### src/rtl/sd_pkg.sv
// Shared types and constants for the SD SPI card-side command responder.
// The CRC7 helper is only used when SD_SPI_CRC7_CHECK_EN is defined.
package sd_pkg;

  localparam int unsigned SD_CMD_LEN = 48;

  localparam logic [7:0] R1_IDLE        = 8'h01;
  localparam logic [7:0] R1_ILLEGAL_CMD = 8'h04;
  localparam logic [7:0] R1_CRC_ERR     = 8'h08;

  // Unused response bits after an auto-generated R1 are padded with ones.
  localparam logic [39:0] RSP_PAD = 40'hFF_FFFF_FFFF;

  typedef enum logic [2:0] {
    ST_HUNT,
    ST_RECV,
    ST_CHECK,
    ST_WAIT_CORE,
    ST_GAP,
    ST_SEND
  } sd_state_e;

  // One serial step of CRC7, polynomial x^7 + x^3 + 1.
  function automatic logic [6:0] crc7_step(input logic [6:0] crc, input logic din);
    logic fb;
    fb = din ^ crc[6];
    return {crc[5:3], crc[2] ^ fb, crc[1:0], fb};
  endfunction

endpackage

### src/rtl/sd_crc7.sv
// Serial CRC7 accumulator with clear, enable and data-in.
// A clear together with enable restarts the sum from the incoming bit.
module sd_crc7
  import sd_pkg::*;
(
  input  logic       clk,
  input  logic       res,
  input  logic       i_clr,
  input  logic       i_en,
  input  logic       i_din,
  output logic [6:0] o_crc
);

  logic [6:0] r_crc;

  always_ff @(posedge clk or posedge res) begin
    if (res) begin
      r_crc <= '0;
    end else if (i_en) begin
      r_crc <= crc7_step(i_clr ? 7'h00 : r_crc, i_din);
    end else if (i_clr) begin
      r_crc <= '0;
    end
  end

  assign o_crc = r_crc;

endmodule

### src/rtl/sd_spi_card_resp.sv
// Card-side SD SPI command responder: receives 48-bit frames, hands them to a core, returns a 48-bit response.
// Define SD_SPI_CRC7_CHECK_EN to check CRC7 on incoming frames; otherwise only framing is checked.
module sd_spi_card_resp
  import sd_pkg::*;
#(
  parameter int unsigned NCR = 2
) (
  input  logic        clk,
  input  logic        res,
  input  logic        card_MOSI,
  input  logic        card_CS,
  output logic        card_MISO,
  output logic        cmd_valid,
  output logic [5:0]  cmd_index,
  output logic [31:0] cmd_arg,
  input  logic        rsp_valid,
  input  logic [47:0] rsp_data,
  output logic        busy
);

  localparam logic [2:0] GAP_LAST = 3'(NCR - 1);

  sd_state_e             r_state, w_state_nx;
  logic [5:0]            r_bit_cnt, w_bit_cnt_nx;
  logic [2:0]            r_gap_cnt, w_gap_cnt_nx;
  logic [SD_CMD_LEN-1:0] r_frame, w_frame_nx;
  logic [SD_CMD_LEN-1:0] r_rsp, w_rsp_nx;
  logic                  r_miso, w_miso_nx;
  logic                  r_cmd_valid, w_cmd_valid_nx;
  logic [5:0]            r_cmd_index, w_cmd_index_nx;
  logic [31:0]           r_cmd_arg, w_cmd_arg_nx;
  logic                  r_busy;

  logic w_start, w_frame_ok, w_crc_err, w_unused_bits;

  assign w_start    = card_CS & ~card_MOSI;
  assign w_frame_ok = r_frame[46] & r_frame[0];

`ifdef SD_SPI_CRC7_CHECK_EN
  logic [6:0] w_crc;
  logic       w_crc_clr, w_crc_en;

  // CRC covers frame bits 47..8: the start bit in HUNT, then RECV down to bit 8.
  assign w_crc_clr = (r_state == ST_HUNT) & w_start;
  assign w_crc_en  = w_crc_clr | ((r_state == ST_RECV) & card_CS & (r_bit_cnt >= 6'd8));

  sd_crc7 u_crc7 (
    .clk   (clk),
    .res   (res),
    .i_clr (w_crc_clr),
    .i_en  (w_crc_en),
    .i_din (card_MOSI),
    .o_crc (w_crc)
  );

  assign w_crc_err     = (w_crc != r_frame[7:1]);
  assign w_unused_bits = r_frame[47];
`else
  assign w_crc_err     = 1'b0;
  assign w_unused_bits = ^{r_frame[47], r_frame[7:1]};
`endif

  always_comb begin
    // NOTE: every next-state signal gets its default first, so no path can infer a latch.
    w_state_nx     = r_state;
    w_bit_cnt_nx   = r_bit_cnt;
    w_gap_cnt_nx   = r_gap_cnt;
    w_frame_nx     = r_frame;
    w_rsp_nx       = r_rsp;
    w_miso_nx      = r_miso;
    w_cmd_valid_nx = r_cmd_valid;
    w_cmd_index_nx = r_cmd_index;
    w_cmd_arg_nx   = r_cmd_arg;

    unique case (r_state)
      ST_HUNT: begin
        if (w_start) begin
          w_frame_nx   = {{(SD_CMD_LEN-1){1'b0}}, card_MOSI};
          w_bit_cnt_nx = 6'd46;
          w_state_nx   = ST_RECV;
        end
      end
      ST_RECV: begin
        if (!card_CS) begin
          w_bit_cnt_nx = '0;
          w_state_nx   = ST_HUNT;
        end else begin
          w_frame_nx = {r_frame[SD_CMD_LEN-2:0], card_MOSI};
          if (r_bit_cnt == 6'd0) begin
            w_state_nx = ST_CHECK;
          end else begin
            w_bit_cnt_nx = r_bit_cnt - 6'd1;
          end
        end
      end
      ST_CHECK: begin
        w_gap_cnt_nx = '0;
        if (!w_frame_ok) begin
          w_rsp_nx   = {R1_ILLEGAL_CMD, RSP_PAD};
          w_state_nx = ST_GAP;
        end else if (w_crc_err) begin
          w_rsp_nx   = {R1_CRC_ERR, RSP_PAD};
          w_state_nx = ST_GAP;
        end else begin
          w_cmd_index_nx = r_frame[45:40];
          w_cmd_arg_nx   = r_frame[39:8];
          w_cmd_valid_nx = 1'b1;
          w_state_nx     = ST_WAIT_CORE;
        end
      end
      ST_WAIT_CORE: begin
        if (rsp_valid) begin
          w_rsp_nx       = rsp_data;
          w_cmd_valid_nx = 1'b0;
          w_gap_cnt_nx   = '0;
          w_state_nx     = ST_GAP;
        end
      end
      ST_GAP: begin
        // The last gap edge already loads bit 47, so MISO idles for exactly NCR cycles.
        if (r_gap_cnt == GAP_LAST) begin
          w_miso_nx    = r_rsp[47];
          w_bit_cnt_nx = 6'd47;
          w_gap_cnt_nx = '0;
          w_state_nx   = ST_SEND;
        end else begin
          w_gap_cnt_nx = r_gap_cnt + 3'd1;
        end
      end
      ST_SEND: begin
        if (r_bit_cnt == 6'd0) begin
          w_miso_nx  = 1'b1;
          w_state_nx = ST_HUNT;
        end else begin
          w_miso_nx    = r_rsp[r_bit_cnt - 6'd1];
          w_bit_cnt_nx = r_bit_cnt - 6'd1;
        end
      end
      default: begin
        w_state_nx = ST_HUNT;
      end
    endcase
  end

  always_ff @(posedge clk or posedge res) begin
    if (res) begin
      r_state     <= ST_HUNT;
      r_bit_cnt   <= '0;
      r_gap_cnt   <= '0;
      r_frame     <= '0;
      r_rsp       <= '0;
      r_miso      <= 1'b1;
      r_cmd_valid <= 1'b0;
      r_cmd_index <= '0;
      r_cmd_arg   <= '0;
      r_busy      <= 1'b0;
    end else begin
      r_state     <= w_state_nx;
      r_bit_cnt   <= w_bit_cnt_nx;
      r_gap_cnt   <= w_gap_cnt_nx;
      r_frame     <= w_frame_nx;
      r_rsp       <= w_rsp_nx;
      r_miso      <= w_miso_nx;
      r_cmd_valid <= w_cmd_valid_nx;
      r_cmd_index <= w_cmd_index_nx;
      r_cmd_arg   <= w_cmd_arg_nx;
      r_busy      <= (w_state_nx != ST_HUNT);
    end
  end

  assign card_MISO = r_miso;
  assign cmd_valid = r_cmd_valid;
  assign cmd_index = r_cmd_index;
  assign cmd_arg   = r_cmd_arg;
  assign busy      = r_busy;

endmodule

### config.mk
export PLATFORM = sky130hd
export DESIGN_NAME = sd_spi_card_resp
export DESIGN_NICKNAME = d
export VERILOG_FILES = /design/src/rtl/sd_pkg.sv /design/src/rtl/sd_crc7.sv /design/src/rtl/sd_spi_card_resp.sv
export SDC_FILE = /design/constraint.sdc
export NUM_CORES = 1
export LEC_CHECK = 0
export CORE_MARGIN = 3
export CORE_UTILIZATION = 45
export CTS_CLUSTER_DIAMETER = 50
export DETAILED_ROUTE_END_ITERATION = 6
export PLACE_DENSITY_LB_ADDON = 0.12
export SLEW_MARGIN = 25
export SYNTH_ARGS = -nofsm -noshare
export SYNTH_HDL_FRONTEND = slang
export SYNTH_SLANG_ARGS = --single-unit
export TNS_END_PERCENT = 30
### constraint.sdc
create_clock -name clk -period 9.2 [get_ports clk]
set_input_delay 1.38 -clock clk [delete_from_list [all_inputs] [get_ports clk]]
set_output_delay 1.38 -clock clk [all_outputs]
set_load 0.05 [all_outputs]
# ---- Word-level counts from Yosys, hierarchy flattened
# Cells that the tools add are included.
dict set report word_totals {
  regBits 148
  inputBits 53
  out_inout_bits 41
  wordCells 73
}
dict set report classes {
  n_addsub 2
  n_lt_le_gt_ge 1
  eq_ne 12
  mux 30
  bitwise_logic 3
  reduce_logical 15
}
# cell n
set op_table {}
lappend op_table {{two-way mux 48 bit} 2}
lappend op_table {{case mux 48 bit (2 select lines)} 1}
lappend op_table {{two-way mux 47 bit} 2}
lappend op_table {{case mux 47 bit (2 select lines)} 1}
lappend op_table {{two-way mux 3 bit} 9}
lappend op_table {{two-way mux 6 bit} 4}
lappend op_table {{case mux 6 bit (4 select lines)} 1}
lappend op_table {{case mux 3 bit (6 select lines)} 1}
lappend op_table {{!= test 2 bit, second input constant} 6}
lappend op_table {{AND reduction 3 bit} 4}
lappend op_table {{case mux 3 bit (3 select lines)} 1}
lappend op_table {{less-than comparator 6 x 7 -> 1 bit, second input constant} 1}
lappend op_table {{binary-select mux 1 bit (select 6 bit)} 1}
lappend op_table {{== test 3 x 1 -> 1 bit, second input constant} 2}
lappend op_table {{== test 3 x 2 -> 1 bit, second input constant} 2}
lappend op_table {{== test 3 bit, second input constant} 2}
lappend op_table {{zero test 6 bit} 1}
lappend op_table {{AND reduction 2 bit} 3}
lappend op_table {{nonzero test 2 bit} 3}
lappend op_table {{nonzero test 3 bit} 2}
lappend op_table {{subtractor 6 x 1 -> 6 bit, second input constant} 1}
lappend op_table {{two-way mux 1 bit} 5}
lappend op_table {{case mux 1 bit (2 select lines)} 2}
lappend op_table {{nonzero test 4 bit} 1}
lappend op_table {{4 further kinds} 5}

# ---- Logic depth before layout (Yosys ltp)
dict set report logic_depth {
  word_depth 5
  ltp_mapped 11
}

# ---- Worst setup path before layout
# OpenSTA, ideal clock, no wires.
dict set report synth_timing {
  path_type {input to register}
  from {input port card_MOSI}
  to {register r_frame[40]}
  arrival_ns 2.589
  required_ns 9.065
  setup_slack_ns 6.476
  stages 7
  path_cell_list {or3b_2 -> nor3_1 -> a21oi_1 -> clkbuf_1 -> clkbuf_1 -> nand2_1 -> o21ai_0}
}
dict set report synth_via {
  elab_chain_cells 4
}
# item line
set synth_lines {}
lappend synth_lines {{start: declaration} sd_spi_card_resp.sv:10} ;# input logic card_MOSI,
lappend synth_lines {{NOT 1 bit} sd_spi_card_resp.sv:36} ;# assign w_start = card_CS & ~card_MOSI;
lappend synth_lines {{bitwise AND 1 bit} sd_spi_card_resp.sv:36}
lappend synth_lines {{!= test 2 bit (no line)} --}
lappend synth_lines {{AND reduction 3 bit (no line)} --}
lappend synth_lines {{end signal: assignment} sd_spi_card_resp.sv:161} ;# r_frame <= w_frame_nx;
lappend synth_lines {{end: declaration} sd_spi_card_resp.sv:26} ;# logic [SD_CMD_LEN-1:0] r_frame, w_frame_nx;
# No other way between the ends.
# A chain may end at the register's enable or synchronous reset.

# ---- Final worst setup path
dict set report layout_timing {
  from {register r_bit_cnt[0]}
  to {register r_miso, in the netlist card_MISO}
}
dict set report layout_via {
  elab_chain_cells 5
  elab_cells_between_ends 6
  cone_classes {1 x add/sub; 4 x mux; 1 x reduce/logical}
}
# item line
set layout_lines {}
lappend layout_lines {{start: declaration} sd_spi_card_resp.sv:24} ;# logic [5:0] r_bit_cnt, w_bit_cnt_nx;
lappend layout_lines {{start signal: assignment} sd_spi_card_resp.sv:159} ;# r_bit_cnt <= w_bit_cnt_nx;
lappend layout_lines {{subtractor 6 x 1 -> 6 bit} sd_spi_card_resp.sv:135} ;# w_miso_nx = r_rsp[r_bit_cnt - 6'd1];
lappend layout_lines {{binary-select mux 1 bit (select 6 bit)} sd_spi_card_resp.sv:135}
lappend layout_lines {{two-way mux 1 bit (implied by the code)} sd_spi_card_resp.sv:135}
lappend layout_lines {{two-way mux 1 bit (*)} sd_spi_card_resp.sv:131} ;# if (r_bit_cnt == 6'd0) begin
lappend layout_lines {{case mux 1 bit (2 select lines) (*)} sd_spi_card_resp.sv:75} ;# unique case (r_state)
lappend layout_lines {{end signal: assignment} sd_spi_card_resp.sv:163} ;# r_miso <= w_miso_nx;
lappend layout_lines {{end: declaration} sd_spi_card_resp.sv:28} ;# logic r_miso, w_miso_nx;
# Every way passes the cells marked *; elsewhere a longest branch is shown, timed or not. The select of a mux whose other input is x is not followed.

==> results.md <==
- The flow ran to the end, and the final reports show no timing, DRC or antenna violations.
- The worst pin sits at a relative slew slack of 43.4%.
- Of all cell types, the one taking the most synthesized area is sky130_fd_sc_hd__dfrtp_1.
- The switching power share of the total is 31.5%.
- The synthesized netlist devotes 14.4% of its cell area to simple gates.
- The number of rows in the core area is 42.
- 94 I/O pins were placed.
- The number of sinks handled by clock tree synthesis is 148.
- By area, the combinational part of the netlist is dominated by simple AND/OR/NAND/NOR gates.
- The final period demand of the worst path is 3490 ps.
- The post-synthesis instance area is 6400 sq um.
- The analysis attributes to cell leakage a power of 3.60 nW.
- The synthesized-area fraction occupied by xor and xnor cells is 0.665%.
- The maximum fanout count along the critical path is 16.
- At the end of routability-driven placement, the weighted congestion stood at 0.816.
- CTS placed an instance of sky130_fd_sc_hd__clkbuf_16 at the clock tree root.
- The count of unresolved DRC violations after routing is 0.
- The synthesized design devotes to its leading area cell type 57.5% of total area.
- The average vias per placed instance is 5.12.
- The die height is 125 um.
- The startpoint of the lowest-slack register-to-register path is r_bit_cnt[0]$_DFFE_PP0P_.
- The clock-pin slew on the worst setup and hold paths is 60 ps.
- The number of global-route vias before repair is 4675.
- TritonCTS built the clock tree.
- The part of the power in the clock network is 32.8%.
- The area of the placeable core is 13600 sq um.
- In this run the number of H-tree levels came out at 4.
- For this block, the via count after detailed routing is 4488.
- IR analysis of the VDD net gives a maximum drop of 0.137 mV.
- Once the floorplan was initialized, standard cells occupied 47.2% of the core.
- The synthesized design contains 148 register bits.
- The critical path in this run is classified as reg2reg.
- For the final database, setup skew stands at 11.6 ps.
- Sequential cells account for 41.3% of the total power.
- On the worst path, the slowest cell contributes a delay of 940 ps.
- In the final routed layout, each cell accounts on average for 14.8 um.
- The total die area is 15700 sq um.
- Summed over all failing endpoints, the final setup total negative slack is 0 ps.
- The final count of hold timing violations is 0.
- The number of antenna violations at the first check in global routing came to 0.
- The post-cts resize count is 0.
- Based on the critical path, the design can be clocked at up to 286 MHz.
- The final layout contains routed wiring with a total length of 13000 um.
- The wire-length estimate of the detail-placed layout is 8470 um.
- For this design the total switching power over the nets is 0.680 mW.
- 0 antenna diodes ended up in the layout.
- The final cycle utilization of the critical path is 38.0%.
- The aggregate global routing overflow is 0.
- The number of violations reported at the end of detailed-routing iteration 0 is 319.
- The number of buffers on the longest clock path is 2.
- Counting flops with a built-in enable in the synthesized netlist gives 0.
- The synthesized netlist devotes 0.391% of its cell area to adder and majority cells.
- Traced cell by cell, the critical path runs through inv_1 > ha_1 > mux4_2 > mux4_2 > a311oi_1 > o22ai_1.
- After clock tree synthesis, the flow added hold-fix buffers numbering 0.
- The yosys synthesis warning count is 0.
- STA puts the critical path data required time at 9530 ps.
- The average instance area after synthesis is 10.5 sq um.
- The post-CTS repair timing setup buffer count is 0.
- The quantity of I/O buffers inserted on ports is 93.
- After routing the design area is 8100 sq um.
- The startpoint of the lowest-slack hold path is r_rsp[33]$_DFFE_PP0P_.
- The count of filler cells inserted in the layout is 1168.
- By instance count, the leading cell after synthesis is sky130_fd_sc_hd__dfrtp_1.
- The first global-routing pass estimated 22500 um of wire.
- The portion of synthesized area spent on multiplexers is 12.5%.
- The tool flagged a number of max-cap violations equal to 0.
- After synthesis, the most frequently instantiated cells are sky130_fd_sc_hd__dfrtp_1, sky130_fd_sc_hd__nand2_1, sky130_fd_sc_hd__o21ai_0.
- The most instantiated flip-flop cell in the synthesis netlist is sky130_fd_sc_hd__dfrtp_1.
- The first TritonRoute pass finished after 4 iterations.
- The critical path starts at r_bit_cnt[0]$_DFFE_PP0P_.
- Entering global routing, the biggest net connects 94 pins.
- The power density over cell area is 267 nW/um^2.
- Buffers inserted during clock tree synthesis total 17.
- The global router's overall resource usage is 17.6%.
- The relative contribution of combinational cells to total power is 25.9%.
- The post-detailed-route count of antenna-violating nets is 0.
- The library cell contributing the largest single delay on the critical path is sky130_fd_sc_hd__ha_1.
- The internal power summed over all cells is 1.48 mW.
- Measured along the x axis, the die boundary spans 125 um.
- The synthesized netlist devotes 11.2% of its cell area to compound gates.
- The worst setup path is captured at a flop.
- Of the synthesized area, sequential elements account for 57.9%.
- The net count of the finished layout is 742.
- Counting stages on the worst path, the most repeated cell is sky130_fd_sc_hd__mux4_2.
- For the pin with the worst max-slew slack, the measured transition is 849 ps.
- Setup violations remaining at the end of the flow were counted as 0.
- The share of flip-flops with an asynchronous set or reset is 100%.
- The finished layout holds 876 standard cells, fillers aside.
- The proportion of layout cells with a drive suffix above 1 is 14.3%.
- After detailed placement, the design holds a cell count of 843.
- Counting every instance in the synthesized netlist gives 609.
- The count of final max-slew check failures is 0.
- Clock latency on the worst-skew pair, taken at its later pin, is 420 ps.
- By area the synthesized netlist is led by sky130_fd_sc_hd__dfrtp_1, sky130_fd_sc_hd__nand2_1, sky130_fd_sc_hd__o21ai_0.
- Setup repair after global routing left no endpoint under its margin.
- The startpoint class of the critical path is a flop.
- The number of distinct library cells after synthesis is 53.
- STA puts the critical path data arrival time at 3820 ps.
- The net count of the mapped netlist is 664.
- The min-delay analysis places its worst path in the category reg2reg.
- The tightest hold margin is 477 ps.
- The area added between synthesis and finish is 26.5%.
- The total placed instance area is 7460 sq um.
## worst paths after layout
check	endpoint	slack (ps)	depth (start not counted)
min in group asynchronous	r_rsp[13]$_DFFE_PP0P_	1410	2
setup / recovery	card_MISO$_DFFE_PP1P_	5710	6
setup reg to reg	card_MISO$_DFFE_PP1P_	5710	6
max in group asynchronous	cmd_arg[31]$_DFFE_PP0P_	6660	3
hold reg to reg	r_rsp[33]$_DFFE_PP0P_	480	2
hold / removal	r_rsp[33]$_DFFE_PP0P_	480	2
## layout make-up
class | count | area, sq um | area share [%]
multi-input cells | 415 | 2540 | 31.3
inverters | 6 | 27.5 | 0.340
flip-flops and latches | 148 | 3700 | 45.8
clock inverters | 9 | 125 | 1.55
clock buffers | 23 | 488 | 6.03
repair buffers | 99 | 992 | 12.3
well taps | 176 | 220 | 2.72
## layout by cell type, fill, tap and decap left out, types with 2 or more instances in the layout
cell type / instances
sky130_fd_sc_hd__o211ai_1: 3
sky130_fd_sc_hd__or3_1: 2
sky130_fd_sc_hd__mux2_2: 42
sky130_fd_sc_hd__o21ai_0: 95
sky130_fd_sc_hd__dfrtp_1: 147
sky130_fd_sc_hd__clkinvlp_4: 2
sky130_fd_sc_hd__clkbuf_8: 4
sky130_fd_sc_hd__nand2b_1: 3
sky130_fd_sc_hd__nor2b_1: 3
sky130_fd_sc_hd__clkbuf_16: 17
sky130_fd_sc_hd__inv_1: 5
sky130_fd_sc_hd__a21oi_1: 6
sky130_fd_sc_hd__clkdlybuf4s50_1: 93
sky130_fd_sc_hd__ha_1: 2
sky130_fd_sc_hd__nor2_1: 50
sky130_fd_sc_hd__nor3b_1: 2
sky130_fd_sc_hd__nand2_1: 140
sky130_fd_sc_hd__and3_1: 2
sky130_fd_sc_hd__mux4_2: 10
sky130_fd_sc_hd__a22o_1: 7
sky130_fd_sc_hd__xnor2_1: 2
sky130_fd_sc_hd__nand3b_1: 2
sky130_fd_sc_hd__clkbuf_1: 2
sky130_fd_sc_hd__mux2i_1: 9
sky130_fd_sc_hd__clkinv_2: 4
sky130_fd_sc_hd__buf_4: 4
sky130_fd_sc_hd__bufinv_16: 3
sky130_fd_sc_hd__o21a_1: 3
## metrics by stage
step	util (%)	total power, mW	setup WS [ps]
3_3_place_gp	55.0	1.43	5630
6_report	59.7	2.16	5710
4_1_cts	59.5	2.17	5650
5_1_grt	59.7	2.29	5420
2_1_floorplan	-	1.30	3840
3_5_place_dp	55.0	1.45	5490
## registers in the layout, indices dropped and copies added, names as in the netlist
name	flops
busy	1
card_MISO	1
cmd_arg	32
cmd_index	6
cmd_valid	1
r_bit_cnt	6
r_frame	47
r_gap_cnt	3
r_rsp	48
r_state	3
## worst max-delay path, delay by kind of cell, from the launching register on
| kind | cells | cell delay [ps] |
|---|---|---|
| adders and majority gates | 1 | 940 |
| muxes | 2 | 910 |
| DFF | 1 | 840 |
| AOI/OAI and AO/OA | 2 | 410 |
| buffers and inverters | 1 | 290 |
## metal layers
| layer | wire, um | vias up | track usage [%] |
|---|---|---|---|
| li1 | - | 2235 | - |
| met1 | 6260 | 2157 | 24.6 |
| met2 | 6180 | 92 | 27.0 |
| met3 | 477 | 4 | 5.07 |
| met4 | 68 | 0 | 5.48 |
| met5 | 0 | - | 0 |
## power groups by stage
stage                     Combinational (mW)  Sequential (mW)  Clock, mW
final                                  0.559            0.891      0.709
after global routing                   0.625            0.914      0.755
after global placement                 0.537            0.895          0
after CTS                              0.553            0.892      0.724
after floorplan                        0.430            0.868          0
after detailed placement               0.552            0.901          0
## cells by family (layout without fill, tap and decap cells)
kind of cell               count (synthesis)  count (layout)
adders and majority gates                  2               2
and+or+nand+nor                          219             219
DFF                                      148             148
AOI/OAI and AO/OA                        128             128
xor gates and xnor gates                   4               4
muxes                                     62              62
buffers and inverters                     46             137
Note: power is estimated with default switching activity, not from simulation.
==> edit: new RTL, same flow settings <==
Add a define of `SD_SPI_CRC7_CHECK_EN`.
--- a/src/rtl/sd_spi_card_resp.sv
+++ b/src/rtl/sd_spi_card_resp.sv
@@ -1,5 +1,7 @@
 // Card-side SD SPI command responder: receives 48-bit frames, hands them to a core, returns a 48-bit response.
 // Define SD_SPI_CRC7_CHECK_EN to check CRC7 on incoming frames; otherwise only framing is checked.
+`define SD_SPI_CRC7_CHECK_EN
+
 module sd_spi_card_resp
   import sd_pkg::*;
 #(
Check against the original RTL: no difference found for any inputs over 10 cycles, from zero or initial values; that may be too few to reach the edited logic, so the function may still have changed.
==> edit against the original RTL <==
Wire length rose by 9.8%. Core utilization is 1.6 points lower. Design area is 6.2% higher. Clock skew fell by 0.0022 ns. Count of clock-buffer cells in the layout increased by 2. Sequential cell count increased by 7. Worst setup slack better by 0.11 ns. Synthesized area up 8.3%. Global-route usage is 0.35 points higher. Sequential power shrank 8.1%. Power fell by 6.3%.
==> edit: results <==
metrics = {
    "global_route": {
        "grt_pass1_vias": 4797,
        "grt_pass1_wl_mm": 24.08,
        "use_met2_pct": 26.61,
        "grt_use_total_pct": 17.97,
    },
    "detailed_routing": {
        "wl_per_cell_um": 15.82,
        "first_iter_violations": 305,
    },
    "setup_path": {
        "path_max_fanout": 50,
        "cpMaxStageDelayCell": "clkdlybuf4s50_1",
        "reg2reg_depth": 7,
        "worstPathArrival_ns": 3.67,
    },
    "place": {
        "hpwl_mm": 9.452,
        "place_area_um2": 7969,
        "dp.cells": 869,
        "gp_congestion": 0.7741,
    },
    "synthesis": {
        "synth_area_leaders": "dfrtp_1 56%, mux2_1 6.5%, nand2_1 6.1%",
        "ys_ff_latch": 155,
        "synth_seq_area_share_pct": 56.02,
        "synthTopCellsByCount": "154 x dfrtp_1, 112 x nand2_1, 58 x o21ai_1",
    },
    "cells_and_area": {
        "multi_input_comb_area_um2": 2849,
        "seq_area_share_pct": 45.13,
        "nFillCells": 1228,
        "final_nets": 760,
    },
    "hold_path": {
        "hold_depth": 1,
        "worstHoldStart": "cmd_index[1]$_DFFE_PP0P_",
    },
    "power": {
        "leakage_nw": 3.537,
        "worst_ir_drop_vdd_uv": 148.8,
    },
    "timing": {
        "fin_worst_skew_ns": 0.009386,
        "whs_ns": 0.4856,
    },
    "status": {
        "status": "completed",
    },
}
-- edit: cell types whose count changed after synthesis, moves of 8 or more --
cell / change
mux2_1: +39
mux2_2: -41
nand2_1: -28
nor2_1: -42
o21a_1: +41
o21ai_0: -88
o21ai_1: +57
or3_1: +41
xor2_1: +8
-- edit: cell families (layout without fill, tap and decap cells) --
| group | Yosys count | after routing | synth area share (%) |
|---|---|---|---|
| simple gates | 202 | 202 | 14.22 |
| compound gates | 139 | 139 | 12.37 |
| mux | 64 | 64 | 11.85 |
| fa+ha+maj | 2 | 2 | 0.3612 |
| flops | 155 | 155 | 56.02 |
| xor+xnor | 14 | 14 | 2.041 |
| buf+inv | 56 | 141 | 3.143 |
-- edit: worst max-delay path, delay by kind of cell --
family        cells  cell delay [ns]
simple gates      2             0.75
buf+inv           2             1.15
mux               1             0.37
-- edit: report_power, final --
part | switching [W] | internal, W | total (W)
clock network | 0.000259 | 0.000447 | 0.000707
logic | 0.000302 | 0.000196 | 0.000498
registers | 0.0000774 | 0.000741 | 0.000819
